`src/rtl/multicycle_computer_controller_main_fsm.sv`:
```
// multicycle_computer_controller_main_fsm: main control FSM of the multicycle computer; MC_FSM_BL_EN enables the BL link state.
module multicycle_computer_controller_main_fsm (
  input  logic        CLK,
  input  logic        RESET_N,
  input  logic [31:0] INSTRUCTION,
  input  logic        COND_EX,
  output logic [3:0]  current_state,
  output logic        PCWrite,
  output logic        IRWrite,
  output logic        MemWrite,
  output logic        RegWrite,
  output logic        FlagWrite,
  output logic        AdrSrc,
  output logic        ALUSrcA,
  output logic [1:0]  ALUSrcB,
  output logic [1:0]  ResultSrc,
  output logic        LinkReg
);
  localparam logic [3:0] FETCH    = 4'd0;
  localparam logic [3:0] DECODE   = 4'd1;
  localparam logic [3:0] MEMADR   = 4'd2;
  localparam logic [3:0] MEMREAD  = 4'd3;
  localparam logic [3:0] MEMWB    = 4'd4;
  localparam logic [3:0] MEMWRITE = 4'd5;
  localparam logic [3:0] EXEC_R   = 4'd6;
  localparam logic [3:0] ALUWB    = 4'd7;
  localparam logic [3:0] EXEC_I   = 4'd8;
  localparam logic [3:0] BRANCH   = 4'd9;
  localparam logic [3:0] LINK     = 4'd10;
  localparam logic [3:0] SHIFT    = 4'd11;
  localparam logic [3:0] CMP_R    = 4'd12;
  localparam logic [3:0] CMP_I    = 4'd15;
  logic [3:0] state, next_state, st, decode_next, br_next;
  logic [1:0] op;
  logic [3:0] cmd, rd;
  logic       imm, sbit;
  logic       pcw, irw, mw, rw, fw, lr;
  logic       unused;
  assign op   = INSTRUCTION[27:26];
  assign imm  = INSTRUCTION[25];
  assign cmd  = INSTRUCTION[24:21];
  assign sbit = INSTRUCTION[20];
  assign rd   = INSTRUCTION[15:12];
`ifdef MC_FSM_BL_EN
  assign br_next = INSTRUCTION[24] ? LINK : BRANCH;
  assign LinkReg = lr;
  assign unused  = ^{INSTRUCTION[31:28], INSTRUCTION[19:16], INSTRUCTION[11:0]};
`else
  assign br_next = BRANCH;
  assign LinkReg = 1'b0;
  assign unused  = ^{INSTRUCTION[31:28], INSTRUCTION[19:16], INSTRUCTION[11:0], lr};
`endif
  assign decode_next = !COND_EX              ? FETCH  :
                       op == 2'b01           ? MEMADR :
                       op == 2'b10           ? br_next :
                       op == 2'b11           ? FETCH  :
                       cmd[3:2] == 2'b10     ? (imm ? CMP_I : CMP_R) :
                       cmd == 4'b1101        ? SHIFT  :
                       imm                   ? EXEC_I : EXEC_R;
  always_comb begin
    next_state = FETCH;
    case (state)
      FETCH:   next_state = DECODE;
      DECODE:  next_state = decode_next;
      MEMADR:  next_state = sbit ? MEMREAD : MEMWRITE;
      MEMREAD: next_state = MEMWB;
      EXEC_R:  next_state = ALUWB;
      EXEC_I:  next_state = ALUWB;
      SHIFT:   next_state = ALUWB;
      LINK:    next_state = BRANCH;
      default: next_state = FETCH;
    endcase
  end
  always_ff @(posedge CLK)
    if (!RESET_N) state <= FETCH;
    else state <= next_state;
  assign current_state = state;
  // Under reset the selects mirror FETCH while every write strobe is held off.
  assign st = RESET_N ? state : FETCH;
  always_comb begin
    {pcw, irw, mw, rw, fw, lr} = '0;
    AdrSrc    = 1'b0;
    ALUSrcA   = 1'b0;
    ALUSrcB   = 2'b00;
    ResultSrc = 2'b00;
    case (st)
      FETCH:    begin pcw = 1'b1; irw = 1'b1; ALUSrcA = 1'b1; ALUSrcB = 2'b10; ResultSrc = 2'b10; end
      DECODE:   begin ALUSrcA = 1'b1; ALUSrcB = 2'b10; ResultSrc = 2'b10; end
      MEMADR:   ALUSrcB = 2'b01;
      MEMREAD:  AdrSrc = 1'b1;
      MEMWB:    begin ResultSrc = 2'b01; rw = 1'b1; end
      MEMWRITE: begin AdrSrc = 1'b1; mw = 1'b1; end
      EXEC_R:   fw = sbit;
      EXEC_I:   begin ALUSrcB = 2'b01; fw = sbit; end
      SHIFT:    fw = sbit;
      ALUWB:    begin rw = 1'b1; pcw = rd == 4'hF; end
      CMP_R:    fw = 1'b1;
      CMP_I:    begin ALUSrcB = 2'b01; fw = 1'b1; end
      BRANCH:   begin ALUSrcB = 2'b01; ResultSrc = 2'b10; pcw = 1'b1; end
      LINK:     begin rw = 1'b1; lr = 1'b1; ResultSrc = 2'b11; end
      default:  ;
    endcase
  end
  assign PCWrite   = RESET_N & pcw;
  assign IRWrite   = RESET_N & irw;
  assign MemWrite  = RESET_N & mw;
  assign RegWrite  = RESET_N & rw;
  assign FlagWrite = RESET_N & fw;
endmodule

```
`config.mk`:
```
export PLATFORM = sky130hd
export DESIGN_NAME = multicycle_computer_controller_main_fsm
export DESIGN_NICKNAME = d
export VERILOG_FILES = /design/src/rtl/multicycle_computer_controller_main_fsm.sv
export SDC_FILE = /design/constraint.sdc
export NUM_CORES = 1
export LEC_CHECK = 0
export ABC_AREA = 1
export CELL_PAD_IN_SITES_DETAIL_PLACEMENT = 1
export CELL_PAD_IN_SITES_GLOBAL_PLACEMENT = 2
export CORE_AREA = 2 2 89 57
export DETAILED_ROUTE_END_ITERATION = 10
export DIE_AREA = 0 0 91 59
export PLACE_DENSITY = 0.87
export REMOVE_ABC_BUFFERS = 1
export SYNTH_ARGS = -nofsm -noshare
export SYNTH_HDL_FRONTEND = slang
export SYNTH_SLANG_ARGS = --single-unit
export TNS_END_PERCENT = 30
```
`constraint.sdc`:
```
create_clock -name CLK -period 1.4 [get_ports CLK]
set_input_delay 0.28 -clock CLK [delete_from_list [all_inputs] [get_ports CLK]]
set_output_delay 0.28 -clock CLK [all_outputs]
set_load 0.005 [all_outputs]
```
==> impl_results.md <==
* Power share of the combinational group at 50.7%
* Clock share of power at 31.2%
* CTS Hold Buffers Added at 0
* Cell variety after synth at 22
* RSZ-0062 raised after global routing: true
* Internal at 526 uW
* Die area at 5370 um^2
* Clock skew at 0.00308 ns
* Critical-path top delay cell: dfxtp_2
* Top-area cell type share of the netlist area at 17.1%
* Post-layout util at 28.1%
* CTS Buf Count at 3
* Multi-input gate area at 430 um^2
* Chip Height at 59 um
* IO Pins at 51
* Initial Utilization at 11.8%
* GRT Residual Overflow at 0
* Net Sw Frac at 32.6%
* Worst Path Class, Setup: flop to output port
* CP cell instances: nor2_4 > inv_2 > nor2_4 > inv_2 > nor3_4 > buf_6 > inv_2 > o211ai_2 > buf_2
* Failing checks: setup timing
* Most common library cells after synthesis: nand2_1, inv_1, nor2_1, nand3_1, a21oi_1
* Final ANT Viol Nets at 0
* Number of I/O port buffers at 29
* CTS tree: yes
* Worst-skew pair later-pin latency at 0.22 ns
* Maxcap violations at 0
* Post-DR vias/cell at 3.76
* Post-synthesis cell count at 99
* PD cells at 622 nW/um^2
* Layout cell share with drive strength beyond 1 at 49.1%
* Fillcell total at 585
* Switching pwr at 255 uW
* Core area at 4470 um^2
* Final wirelength at 2.50 mm
* Overall Global Routing Usage at 9.41%
* Maximum single-stage delay on the critical path at 0.33 ns
* Top_reg_cell synth: dfxtp_1
* Number of global-route vias before repair at 866
* CP Data Required Time at 1.12 ns
* Dominant cells by area after synthesis: nand2_1, dfxtp_1, inv_1, nand3_1, nor2_1
* Final worst slack at -0.247 ns
* Most frequent cell after synthesis: nand2_1
* Post-Synthesis Cell Area at 528 um^2
* Vias at 849
* Max-slew violation count at 0
* Max reg flops at 4
* Startpoint types: flop
* Clock Pin Slew Worst Setup and Hold Paths at 0.03 ns
* # setup viols final at 13
* Hold slack at 0.648 ns
* DRC errors left at 0
* CTS sink cnt at 4
* CP arrival at 1.37 ns
* #FFs+latches synth at 4
* Static leakage at 0.625 nW
* VDD IR max at 260 uV
* Post-synth ARST share at 0%
* DR WL/cell at 11.1 um
* Die width at 91 um
* Fin crit period at 1.65 ns
* DRT Pass-1 Iters at 4
* Area grow syn2layout at 137%
* CP endpoint kind: output port
* Seq. cell area at 92.6 um^2
* Seq pwr share at 18.2%
* Largest net degree at the start of global routing at 6
* H-tree Lvls at 1
* GPL Wtd Cong at 0.798
* Period Utilization, post-route at 118%
* Layout net count at 200
* Bufs on Longest Clock Path at 2
* Hold Fails Final Rpt at 0
* CP max FO at 2
* Maximum achievable frequency at 607 MHz
* Synth warnings at 0
* Overall power at 780 uW
* EDFF count, synth at 0
* Initial antenna violation count at 0
* Drt initial violations at 12
* Mean Syn Cell Area at 5.33 um^2
* Post-DP HPWL at 2.00 mm
* Global-route wire length before repair at 3.96 mm
* Cell taking the most area after synthesis: nand2_1
* Crit-path most repeated cell: inv_2
* Rows at 19
* Status: finished, violations left
* Hold crit path type: primary input to flop
* Clk root buf: clkbuf_8
* Antenna diodes at 0
* Seq/Total Area, Yosys at 15.2%
[cell usage in the layout, fill, tap and decap left out]
cell             netlist  layout
a31oi_1                1       1
clkdlybuf4s15_2        0       3
clkbuf_8               0       3
nor3_4                 1       2
dfxtp_4                0       3
nand2_4                1       2
nor2_1                13       8
inv_1                 21      15
buf_2                  1       7
dlygate4sd2_1          0       5
nand2_1               24      22
dfxtp_2                0       1
o211ai_2               1       1
nand2_2                2       3
a22oi_2                0       1
nand3_1               12      10
nor2_2                 1       1
a21oi_1                6       4
o311ai_1               0       1
buf_6                  0       5
nand3_2                0       2
nor2_4                 1       6
o22ai_1                1       1
a21oi_2                0       2
buf_4                  1      30
conb_1                 1       1
clkdlybuf4s50_1        0      13
inv_2                  2       8
nand4_1                2       2
[layout make-up]
class | count | area share (%)
timing repair buffer | 63 | 41.8
inverter | 23 | 6.89
clock buffer | 3 | 3.29
tap | 63 | 6.29
multi-input combinational | 70 | 34.3
sequential | 4 | 7.39
[layer usage]
layer	up-vias	global-route usage (%)	part of all wire, %
met4	0	2.60	1.1
met5	-	0	0
li1	439	-	-
met2	12	17.5	52
met3	2	2.16	2.3
met1	396	11.1	45
[metrics by stage]
step                      setup TNS [ns]  setup WS, ns  cells  instance area [um^2]
after global placement             -6.88        -0.739    218                  1100
after global routing               -2.56        -0.328    226                  1250
final                              -1.63        -0.247    226                  1250
after floorplan                        0        0.0485     97                   515
after CTS                          -1.74        -0.320    223                  1190
after detailed placement           -7.20        -0.747    218                  1100
[cell families (layout without fill, tap and decap cells)]
kind of cell / after synthesis / count (layout) / share of synthesized area, %
and+or+nand+nor: 58 / 58 / 51.9
AOI/OAI and AO/OA: 11 / 11 / 13.5
buffers and inverters: 25 / 89 / 18.7
DFF: 4 / 4 / 15.2
other: 1 / 1 / 0.710
[critical path: cells and delay by family, from the launching register on]
kind                   cells  cell delay (ns)
AND/OR/NAND/NOR            3             0.39
flip-flops                 1             0.33
AO/OA/AOI/OAI              1             0.04
buffers and inverters      5             0.40
[path summary, 6_finish.rpt]
check | startpoint | to | slack (ns) | cells past startpoint
max | current_state[3]$_SDFF_PN0_ | PCWrite | -0.25 | 9
min | RESET_N | current_state[0]$_SDFF_PN0_ | 0.65 | 4
max reg2reg | current_state[3]$_SDFF_PN0_ | current_state[2]$_SDFF_PN0_ | -0.02 | 9
min reg2reg | current_state[0]$_SDFF_PN0_ | current_state[3]$_SDFF_PN0_ | 0.80 | 4
[power by group through the flow]
stage / clock network [mW] / registers [mW] / logic, mW
finish: 0.243 / 0.142 / 0.395
global route: 0.264 / 0.144 / 0.431
CTS: 0.244 / 0.140 / 0.361
detailed placement: 0 / 0.139 / 0.346
global placement: 0 / 0.139 / 0.337
floorplan: 0 / 0.144 / 0.115
[repair_timing]
item | CTS | global route
setup endpoints to repair | 16 | 12
pin swaps | 5 | 6
buffers inserted | 4 | 4
hold endpoints to repair | 0 | 0
resized for setup | 72 | 13
Power figures use the tool's default switching activity.
